==> config.mk <==
export PLATFORM = sky130hd
export DESIGN_NAME = mem_access_unit_flat
export DESIGN_NICKNAME = d
export VERILOG_FILES = /design/src/rtl/mem_access_unit_if.sv /design/src/rtl/mem_access_unit.sv /design/src/flat_wrapper.sv
export SDC_FILE = /design/constraint.sdc
export NUM_CORES = 1
export LEC_CHECK = 0
export CORE_ASPECT_RATIO = 1.5
export CORE_UTILIZATION = 49
export CTS_BUF_LIST = sky130_fd_sc_hd__clkbuf_8
export CTS_CLUSTER_DIAMETER = 80
export DETAILED_ROUTE_END_ITERATION = 12
export PLACE_DENSITY = 0.83
export SLEW_MARGIN = 30
export SYNTH_ARGS = -nofsm -noshare
export SYNTH_HDL_FRONTEND = slang
export SYNTH_SLANG_ARGS = --single-unit
==> constraint.sdc <==
create_clock -name clk -period 2.1 [get_ports clk]
set_input_delay 0.525 -clock clk [delete_from_list [all_inputs] [get_ports clk]]
set_output_delay 0.525 -clock clk [all_outputs]
set_load 0.02 [all_outputs]
==> src/rtl/mem_access_unit_if.sv <==
`default_nettype none
// ============================================================================
// Module      : mem_access_unit_if
// Description : Data-memory bus between the MEM-stage access sequencer and
//               the single-ported data memory.
// Revision    : 1.0
// ============================================================================
interface mem_access_unit_if;
    logic [15:0] mem_address;
    logic        mem_read;
    logic        mem_write;
    logic [1:0]  mem_wmask;
    logic [15:0] mem_wdata;
    logic [15:0] mem_rdata;
    logic        mem_resp;

    modport master (
        output mem_address, mem_read, mem_write, mem_wmask, mem_wdata,
        input  mem_rdata, mem_resp
    );

    modport slave (
        input  mem_address, mem_read, mem_write, mem_wmask, mem_wdata,
        output mem_rdata, mem_resp
    );
endinterface
`default_nettype wire

==> src/rtl/mem_access_unit.sv <==
`default_nettype none
// ============================================================================
// Module      : mem_access_unit
// Description : LC-3b MEM-stage sequencer: word/byte loads and stores,
//               LDI/STI pointer indirection, pipeline stall generation.
// Revision    : 1.0
// ============================================================================
module mem_access_unit (
    input  logic                      clk,
    input  logic                      rst_n,
    input  logic                      req_valid,
    input  logic                      req_load,
    input  logic                      req_store,
    input  logic                      req_ldi_sti,
    input  logic                      req_byte,
    input  logic [15:0]               req_addr,
    input  logic [15:0]               req_wdata,
    mem_access_unit_if.master         mem,
    output logic [15:0]               load_data,
    output logic                      done,
    output logic                      stall
);

    typedef enum logic [1:0] {
        S_IDLE  = 2'd0,
        S_INDIR = 2'd1,
        S_DATA  = 2'd2,
        S_DONE  = 2'd3
    } state_t;

    state_t      r_state;
    logic        r_is_load;
    logic        r_byte;
    logic [15:0] r_wdata;
    logic [15:0] r_daddr;

    logic        w_request;
    logic        w_from_ptr;
    logic        w_enter_data;
    logic [15:0] w_daddr;
    logic        w_load;
    logic        w_byte;
    logic [15:0] w_wdata_src;
    logic [15:0] w_bus_addr;
    logic [15:0] w_bus_wdata;
    logic [1:0]  w_bus_wmask;
    logic [7:0]  w_rbyte;
    logic [15:0] w_load_val;

    // Data-phase bus values come from the live request when entering DATA
    // from IDLE, or from the latched flags plus the fetched pointer from INDIR.
    always_comb begin
        w_request    = req_valid & (req_load | req_store);
        w_from_ptr   = (r_state == S_INDIR);
        w_enter_data = ((r_state == S_IDLE) & w_request & ~req_ldi_sti) |
                       (w_from_ptr & mem.mem_resp);
        w_daddr      = w_from_ptr ? mem.mem_rdata : req_addr;
        w_load       = w_from_ptr ? r_is_load     : req_load;
        w_byte       = w_from_ptr ? r_byte        : req_byte;
        w_wdata_src  = w_from_ptr ? r_wdata       : req_wdata;
        w_bus_addr   = w_byte ? w_daddr : {w_daddr[15:1], 1'b0};
        w_bus_wdata  = w_byte ? {w_wdata_src[7:0], w_wdata_src[7:0]} : w_wdata_src;
        if (w_load)
            w_bus_wmask = 2'b00;
        else if (w_byte)
            w_bus_wmask = w_daddr[0] ? 2'b10 : 2'b01;
        else
            w_bus_wmask = 2'b11;
        w_rbyte      = r_daddr[0] ? mem.mem_rdata[15:8] : mem.mem_rdata[7:0];
        w_load_val   = r_byte ? {{8{w_rbyte[7]}}, w_rbyte} : mem.mem_rdata;
        stall        = ((r_state == S_IDLE) & w_request) |
                       (r_state == S_INDIR) | (r_state == S_DATA);
    end

    always_ff @(posedge clk or negedge rst_n) begin
        if (!rst_n) begin
            r_state         <= S_IDLE;
            r_is_load       <= 1'b0;
            r_byte          <= 1'b0;
            r_wdata         <= 16'h0000;
            r_daddr         <= 16'h0000;
            mem.mem_address <= 16'h0000;
            mem.mem_read    <= 1'b0;
            mem.mem_write   <= 1'b0;
            mem.mem_wmask   <= 2'b00;
            mem.mem_wdata   <= 16'h0000;
            load_data       <= 16'h0000;
            done            <= 1'b0;
        end else begin
            if (w_enter_data) begin
                r_state         <= S_DATA;
                r_daddr         <= w_daddr;
                mem.mem_address <= w_bus_addr;
                mem.mem_read    <= w_load;
                mem.mem_write   <= ~w_load;
                mem.mem_wmask   <= w_bus_wmask;
                mem.mem_wdata   <= w_bus_wdata;
            end

            case (r_state)
                S_IDLE: begin
                    done <= 1'b0;
                    if (w_request) begin
                        r_is_load <= req_load;
                        r_byte    <= req_byte;
                        r_wdata   <= req_wdata;
                        if (req_ldi_sti) begin
                            r_state         <= S_INDIR;
                            mem.mem_address <= {req_addr[15:1], 1'b0};
                            mem.mem_read    <= 1'b1;
                            mem.mem_write   <= 1'b0;
                            mem.mem_wmask   <= 2'b00;
                            mem.mem_wdata   <= 16'h0000;
                        end
                    end
                end
                S_INDIR: begin
                    done <= 1'b0;
                end
                S_DATA: begin
                    if (mem.mem_resp) begin
                        if (r_is_load)
                            load_data <= w_load_val;
                        mem.mem_read  <= 1'b0;
                        mem.mem_write <= 1'b0;
                        mem.mem_wmask <= 2'b00;
                        done          <= 1'b1;
                        r_state       <= S_DONE;
                    end
                end
                default: begin
                    // Request inputs still describe the retiring instruction here.
                    done    <= 1'b0;
                    r_state <= S_IDLE;
                end
            endcase
        end
    end

endmodule
`default_nettype wire

==> src/flat_wrapper.sv <==
// flat-port wrapper written by rule: the top's interface ports become plain ports
module mem_access_unit_flat 
  (clk, rst_n, req_valid, req_load, req_store, req_ldi_sti, req_byte, req_addr, req_wdata, load_data, done, stall, mem_mem_address, mem_mem_read, mem_mem_write, mem_mem_wmask, mem_mem_wdata, mem_mem_rdata, mem_mem_resp);
  mem_access_unit_if mem_i ();
  input  logic clk;
  input  logic rst_n;
  input  logic req_valid;
  input  logic req_load;
  input  logic req_store;
  input  logic req_ldi_sti;
  input  logic req_byte;
  input  logic [15:0] req_addr;
  input  logic [15:0] req_wdata;
  output logic [15:0] load_data;
  output logic done;
  output logic stall;
  output wire logic [$bits(mem_i.mem_address)-1:0] mem_mem_address;
  output wire logic [$bits(mem_i.mem_read)-1:0] mem_mem_read;
  output wire logic [$bits(mem_i.mem_write)-1:0] mem_mem_write;
  output wire logic [$bits(mem_i.mem_wmask)-1:0] mem_mem_wmask;
  output wire logic [$bits(mem_i.mem_wdata)-1:0] mem_mem_wdata;
  input wire logic [$bits(mem_i.mem_rdata)-1:0] mem_mem_rdata;
  input wire logic [$bits(mem_i.mem_resp)-1:0] mem_mem_resp;
  assign mem_mem_address = mem_i.mem_address;
  assign mem_mem_read = mem_i.mem_read;
  assign mem_mem_write = mem_i.mem_write;
  assign mem_mem_wmask = mem_i.mem_wmask;
  assign mem_mem_wdata = mem_i.mem_wdata;
  assign mem_i.mem_rdata = mem_mem_rdata;
  assign mem_i.mem_resp = mem_mem_resp;
  mem_access_unit u_core (.clk(clk), .rst_n(rst_n), .req_valid(req_valid), .req_load(req_load), .req_store(req_store), .req_ldi_sti(req_ldi_sti), .req_byte(req_byte), .req_addr(req_addr), .req_wdata(req_wdata), .mem(mem_i), .load_data(load_data), .done(done), .stall(stall));
endmodule
### Word level (Yosys, flattened, before mapping)

Cells that the tools add are included.

* register bits after elaboration: 74
* bits of input ports: 56
* output and inout bits: 54
* logic and storage cells: 69

* equality and inequality tests: 3
* multiplexer cells: 41
* bitwise operators: 10
* reductions and logical operators: 3

Operator list (count)
* $mux W16: 12
* $mux W2: 11
* $mux W1: 13
* $mux W8: 1
* $pmux W2 S3: 1
* $and A1 B1 Y1: 4
* $or A1 B1 Y1: 4
* $pmux W1 S2: 2
* $pmux W2 S2: 1
* $reduce_and A3 Y1: 1
* $eq A2 B1 Y1 const B: 1
* $eq A2 B2 Y1 const B: 1
* $logic_not A2 Y1: 1
* $ne A2 B2 Y1 const B: 1
* $not A1 Y1: 2
* $reduce_and A2 Y1: 1

### Logic depth before layout (Yosys ltp)

Gate-level depths: netlist of run 1.

* word-level depth: 9
* depth in mapped cells: 7
* mapped depth without buffers: 4

### Worst setup path before layout of run 1

Ideal clock, no wire load.

* kind: input to output
* start: in req_load
* end: out stall
* data arrival time: 1.585 ns
* data required time: 1.575 ns
* slack: -0.010 ns
* stages: 4
* path buffers: 1
* path through: or2_2 -> nand3_1 -> clkbuf_1 -> nand3_1

* cells in the longest elaborated chain, start to end: 5

RTL lines
* start, declared: RTL line flat_wrapper.sv:8 `input logic req_load;`
* $or A1 B1 Y1: RTL line mem_access_unit.sv:53 `w_request = req_valid & (req_load | req_store);`
* $and A1 B1 Y1: RTL line mem_access_unit.sv:53
* $and A1 B1 Y1: RTL line mem_access_unit.sv:71 `stall = ((r_state == S_IDLE) & w_request) |`
* $or A1 B1 Y1: RTL line mem_access_unit.sv:71
* $or A1 B1 Y1: RTL line mem_access_unit.sv:72 `(r_state == S_INDIR) | (r_state == S_DATA);`
* end, declared: RTL line flat_wrapper.sv:16 `output logic stall;`

Every way passes these cells.

### Worst setup path after layout of run 1

* start: in req_ldi_sti
* end: reg u_core.mem.mem_address[4]

* cells in the longest elaborated chain, start to end: 7

RTL lines
* start, declared: RTL line flat_wrapper.sv:10 `input logic req_ldi_sti;`
* $not A1 Y1: RTL line mem_access_unit.sv:55 `w_enter_data = ((r_state == S_IDLE) & w_request & ~req_ldi_sti) |`
* $and A1 B1 Y1: RTL line mem_access_unit.sv:55
* $or A1 B1 Y1: RTL line mem_access_unit.sv:55
* $mux W16: RTL line mem_access_unit.sv:90 `if (w_enter_data) begin`
* $mux W16: RTL line mem_access_unit.sv:107 `if (req_ldi_sti) begin`
* $mux W16: RTL line mem_access_unit.sv:103 `if (w_request) begin`
* $mux W16 (*): RTL line mem_access_unit.sv:100 `case (r_state)`
* end signal, assigned: RTL line mem_access_unit.sv:93 `mem.mem_address <= w_bus_addr;`
* end signal, assigned: RTL line mem_access_unit.sv:109 `mem.mem_address <= {req_addr[15:1], 1'b0};`
* end, declared: RTL line mem_access_unit_if.sv:18 `output mem_address, mem_read, mem_write, mem_wmask, mem_wdata,`

Every way passes the cells marked *; elsewhere a longest branch is shown, timed or not.
A chain may end at the register's enable or synchronous reset.

==> run_results.csv, run 1 <==
group,metric,value,unit
outcome,status,"complete, no violations",
die,dieArea,7690,um^2
power_and_ir_drop,peakVddDrop,0.830,mV
synth,yosys.area.top_type,"dfrtp_1",
cts,clkLatencyLatePin,0.34,ns
global_route,grt-ovfl-total,0,
worst_setup_path,crit_path_start,"req_ldi_sti",
power_and_ir_drop,p_leak,2.27,nW
drt,num_vias,3225,
drt,vias_per_cell,5.52,
sta,worstMarginPinSlew,0.430,ns
worst_setup_path,cp_max_fo,12,
drt,antenna_left,0,
synth,yosys_warnings,0,
worst_setup_path,critPathLaunchType,"input pin",
drt,post-route-drc-count,0,
worst_setup_path,path_buf_inv,3,
die,initial_utilization,0.514,
global_route,grt_use_total,0.273,
worst_setup_path,slowest_stage,"or4b_4",
worst_setup_path,regToRegStartpoint,"u_core.r_state[0]",
layout,diodes,0,
worst_setup_path,path_cells,"clkdlybuf4s50_1, or4b_4, o21ai_4, buf_4, clkbuf_16, nor3_1, nor3_1",
synth,syn_area,3590,um^2
layout,nets,539,
synth,synth_fp_nets,414,
synth,synth_edf_count,0,
sta,setup_violations,0,
die,rows,37,
cts,cts_buffers,9,
placed_design,place_congestion,0.783,
drt,wl_per_cell,17.1,um
sta,final.period_utilization,0.992,
cts,cts_tree,"yes",
placed_design,dp_hpwl,6.90,mm
synth,synth.avg_cell_area,10.0,um^2
die,ios,110,
sta,slew_violations,0,
synth,postSynth.asyncResetShare,1.00,
worst_setup_path,worst_ep_required_time,2.36,ns
worst_setup_path,cp_common_cell,"nor3_1",
synth,synth_cell_types,34,
drt,routed_wl,9.99,mm
global_route,grt_pass1_wl,16.0,mm
worst_setup_path,path_delay_family,"simple AND/OR/NAND/NOR gates",
power_and_ir_drop,p_per_area,1500,nW/um^2
layout,stdcell_area,5200,um^2
cts,htreeDepth,3,
cts,cts-root-buf,"clkbuf_8",
sta,layout_min_cycle_time,2.08,ns
worst_setup_path,crit_type,"in -> reg",
placed_design,numPortBuffers,109,
die,die_h,107,um
cts,cts_max_path_buffers,2,
worst_setup_path,end_kind,"register",
cts,clkSinkCount,74,
sta,max_slew_margin,0.711,
min_path,worstHoldStart,"u_core.load_data[4]",
sta,rsz0062_at_grt,"true",
layout,ff_latch_area,1850,um^2
global_route,grt_pass1_vias,3236,
drt,drtIter0Drc,264,
synth,synth_top_area_frac,0.515,
layout,fillCellCount,496,
global_route,antenna_found_initial,0,
synth,yosysSeqAreaShare,0.515,
flow_run,drv_cap,0,
placed_design,placed_area,4940,um^2
sta,skew,0.00385,ns
global_route,grt_max_degree,42,
synth,syn_inst,358,
layout,multiInputGateArea,1600,um^2
layout,drive_above_1_share,0.160,
synth,synth_area_leaders,"dfrtp_1 (52%), mux2i_1 (8.6%), nor3_1 (6.0%)",
synth,yosys_most_used_dff,"dfrtp_1",
worst_setup_path,max_stage_delay,0.57,ns
synth,synth_seq_cells,74,
cts,clkTransAtPathRegs,0.07,ns
drt,dr.pass1.iters,5,
sta,fmax,0.480,GHz
sta,hold_violations,0,
die,coreArea,6990,um^2
die,fp.dieW,71.9,um
power_and_ir_drop,total_power,7.82,mW
layout,areaGrowthSynthToFinish,44.8,%
min_path,min_path_type,"reg -> reg",
worst_setup_path,cp.arrival,2.34,ns
## cell usage in the layout (no fill, tap or decap), types with 15 or more instances in the layout
master and count:
nand3_1 15, nand2_1 38, clkdlybuf4s50_1 106, mux2i_1 31, nor2_1 39, dfrtp_1 74, mux2_2 18, buf_4 25
a21oi_1 21, nor3_1 43
## worst paths after layout
check                                            endpoint  slack (ns)  cells after the start
max in group asynchronous       u_core.mem.mem_address[3]        1.02                      3
worst max register to register  u_core.mem.mem_address[4]        0.06                      7
worst max-delay path            u_core.mem.mem_address[4]        0.02                      7
worst min register to register        u_core.load_data[4]        0.50                      2
worst min-delay path                  u_core.load_data[4]        0.50                      2
min in group asynchronous       u_core.mem.mem_address[7]        0.54                      2
## tightest hold or removal path: stages (launching register included)
cell and delay [ns]:
dfrtp_1 0.35, nand2_1 0.05, o21ai_0 0.07
## power by group
part / internal [mW] / switching, mW
clock network: 0.634 / 0.493
logic: 2.02 / 2.12
registers: 2.11 / 0.436
## layout make-up
cell class              instances  share of cell area
inverters                       1            0.000721
flip-flops and latches         74               0.356
repair buffers                141               0.273
clock buffers                  12              0.0317
multi-input cells             256               0.308
well taps                      97              0.0233
clock inverters                 3             0.00745
## routing by layer
layer / vias to the layer above / part of all wire / track usage
li1: 1500 / - / -
met1: 1576 / 0.40 / 0.337
met2: 137 / 0.53 / 0.470
met3: 12 / 0.055 / 0.0602
met4: 0 / 0.015 / 0.0910
met5: - / 0 / 0
## synth_stat cells (all sizes together), types with 2 or more instances
cell type / number
nor3: 43
o21ai: 11
a21oi: 21
nand3b: 2
nand3: 17
nand4: 2
clkbuf: 10
mux2: 18
buf: 17
nor2b: 2
mux2i: 31
a221oi: 2
nand2: 38
nor2: 39
dfrtp: 74
nand2b: 11
a211oi: 9
## kinds of logic after synthesis
| kind of cell | synth area share |
|---|---|
| buf+inv | 0.0442 |
| flops | 0.515 |
| compound gates | 0.0895 |
| simple gates | 0.208 |
| mux | 0.143 |
## flip-flops by register name (all words and copies together), names as in the netlist
name	count
u_core.r_byte	1
u_core.mem.mem_read	1
u_core.mem.mem_address	16
u_core.r_is_load	1
u_core.mem.mem_wdata	16
u_core.r_wdata	16
u_core.r_daddr	1
u_core.r_state	2
u_core.done	1
u_core.load_data	16
u_core.mem.mem_write	1
u_core.mem.mem_wmask	2
## through the flow
step           TNS (ns)  hold slack, ns  utilization  cells  setup slack (ns)
4_1_cts               0           0.501        0.739    582           0.00277
2_1_floorplan         0           0.229            -    358            0.0961
3_3_place_gp     -10.09           0.351        0.706    566            -0.411
6_report              0           0.497        0.744    584            0.0160
3_5_place_dp     -12.49           0.352        0.706    566            -0.419
5_1_grt         -0.0108           0.519        0.744    584          -0.00856
## repair_timing
item / CTS / global route
endpoints found under the setup margin: 1 / 8
resized for setup: 8 / 3
hold buffers: 1 / 0
cloned: 0 / 1
endpoints found under the hold margin: 6 / 0
pin swaps: 0 / 1
buffers inserted: 0 / 1
Note: power is estimated with default switching activity, not from simulation.
==> inputs of run 2 (changes only) <==
Settings changed: CORE_MARGIN set to 3, CTS_CLUSTER_SIZE set to 8.
==> run_results.csv, run 2 (synthesized netlist as in run 1, its figures left out) <==
group,metric,value,unit
drt,num_vias,3252,
flow_run,drv_cap,0,
drt,routed_wl,10.3,mm
global_route,grt_pass1_wl,16.8,mm
placed_design,place_congestion,0.824,
global_route,grt-ovfl-total,0,
worst_setup_path,crit_path_start,"req_load",
global_route,antenna_found_initial,0,
cts,cts_hold_buf,0,
layout,final_common_cell,"clkdlybuf4s50_1",
power_and_ir_drop,p_per_area,1500,nW/um^2
placed_design,placedCellCount,566,
drt,antenna_left,0,
layout,nets,538,
sta,max_slew_margin,0.674,
cts,clkTransAtPathRegs,0.07,ns
cts,cts_buffers,9,
placed_design,dp_hpwl,7.33,mm
cts,cts-root-buf,"clkbuf_8",
die,initial_utilization,0.514,
sta,fmax,0.489,GHz
layout,layout_common_cells,"clkdlybuf4s50_1 (106), dfrtp_1 (74), nor3_1 (43)",
worst_setup_path,critPathLaunchType,"input pin",
global_route,grt_max_degree,37,
worst_setup_path,r2r_cells,7,
sta,worstMarginPinSlew,0.483,ns
worst_setup_path,crit_type,"in -> out",
global_route,grt_pass1_vias,3320,
layout,layout.cells.non_filler,583,
worst_setup_path,worst_ep_required_time,1.57,ns
sta,slew_violations,0,
sta,skew,0.00693,ns
drt,wl_per_cell,17.7,um
die,die_h,111,um
cts,htreeDepth,3,
layout,areaGrowthSynthToFinish,43.4,%
sta,setup_violations,0,
worst_setup_path,cp.arrival,1.52,ns
placed_design,numPortBuffers,109,
outcome,status,"complete, no violations",
cts,cts_tree,"yes",
power_and_ir_drop,peakVddDrop,0.853,mV
drt,vias_per_cell,5.58,
worst_setup_path,cp_max_fo,2,
worst_setup_path,r2r_end,"u_core.mem.mem_wmask[1]",
worst_setup_path,regToRegSetupSlack,0.14,ns
layout,diodes,0,
die,rows,37,
global_route,grt_use_total,0.249,
die,dieArea,8420,um^2
worst_setup_path,crit_end,"stall",
die,ios,110,
worst_setup_path,end_kind,"output pin",
die,fp.dieW,75.9,um
drt,dr.pass1.iters,5,
sta,hold_violations,0,
sta,finalSetupTns,0,ns
min_path,min_path_type,"in -> async",
sta,final.period_utilization,0.974,
sta,layout_min_cycle_time,2.04,ns
drt,drtIter0Drc,260,
layout,final_util,0.737,
drt,post-route-drc-count,0,
power_and_ir_drop,p_leak,2.25,nW
layout,drive_above_1_share,0.158,
die,coreArea,6990,um^2
worst_setup_path,regToRegStartpoint,"u_core.r_state[0]",
cts,clkSinkCount,74,
cts,clkLatencyLatePin,0.35,ns
cts,cts_max_path_buffers,2,
==> run 2: power breakdown <==
part	leakage, nW	total [mW]	internal (mW)	switching, mW
combinational	1.28	4.18	2.04	2.14
sequential	0.870	2.55	2.12	0.439
clock	0.0961	0.973	0.476	0.497
total	2.25	7.71	4.63	3.08
==> run 2: what timing repair did <==
item                                    in CTS  in global routing
pin swaps                                    0                  2
endpoints found under the setup margin       1                 20
buffers inserted                             0                  1
cloned                                       0                  1
gates resized for setup                      7                  3
==> run 2: worst max-delay path: stages <==
cell             delay, ns
clkdlybuf4s50_1       0.43
or2_4                 0.26
nand3_2               0.08
nand3_1               0.06
buf_4                 0.16
==> run 2: worst min-delay path by stage <==
stage | start | to | slack [ns] | cells past startpoint
final | rst_n | u_core.r_state[1] | 0.12 | 1
after global routing | rst_n | u_core.mem.mem_read | 0.14 | 1
after CTS | rst_n | u_core.mem.mem_address[14] | 0.13 | 1
after detailed placement | u_core.load_data[2] | u_core.load_data[2] | 0.47 | 2
after global placement | u_core.load_data[1] | u_core.load_data[1] | 0.46 | 2
after floorplan | rst_n | u_core.done | 0.23 | 0
==> run 2: cell type report <==
type / count / area [um^2]
clock buffer: 11 / 151
tap: 97 / 121
timing repair buffer: 140 / 1410
sequential: 74 / 1850
fill: 503 / 1840
clock inverter: 4 / 18.8
multi-input combinational: 256 / 1600
inverter: 1 / 3.75
==> run 2: routing by layer <==
| layer | GRT usage | vias up | share of wire |
|---|---|---|---|
| met4 | 0.0726 | 0 | 0.017 |
| met2 | 0.425 | 155 | 0.52 |
| met5 | 0 | - | 0 |
| met1 | 0.305 | 1587 | 0.39 |
| li1 | - | 1493 | - |
| met3 | 0.0715 | 17 | 0.076 |
==> run 2: stage by stage <==
step	setup WS [ns]	hold slack [ns]	instance area [um^2]	total power, mW
6_report	0.0555	0.125	5150	7.71
5_1_grt	-0.000104	0.144	5150	8.18
4_1_cts	0.0323	0.128	5100	7.63
3_5_place_dp	-0.429	0.469	4920	6.65
3_3_place_gp	-0.420	0.464	4920	6.48
2_1_floorplan	0.0961	0.229	3600	4.89
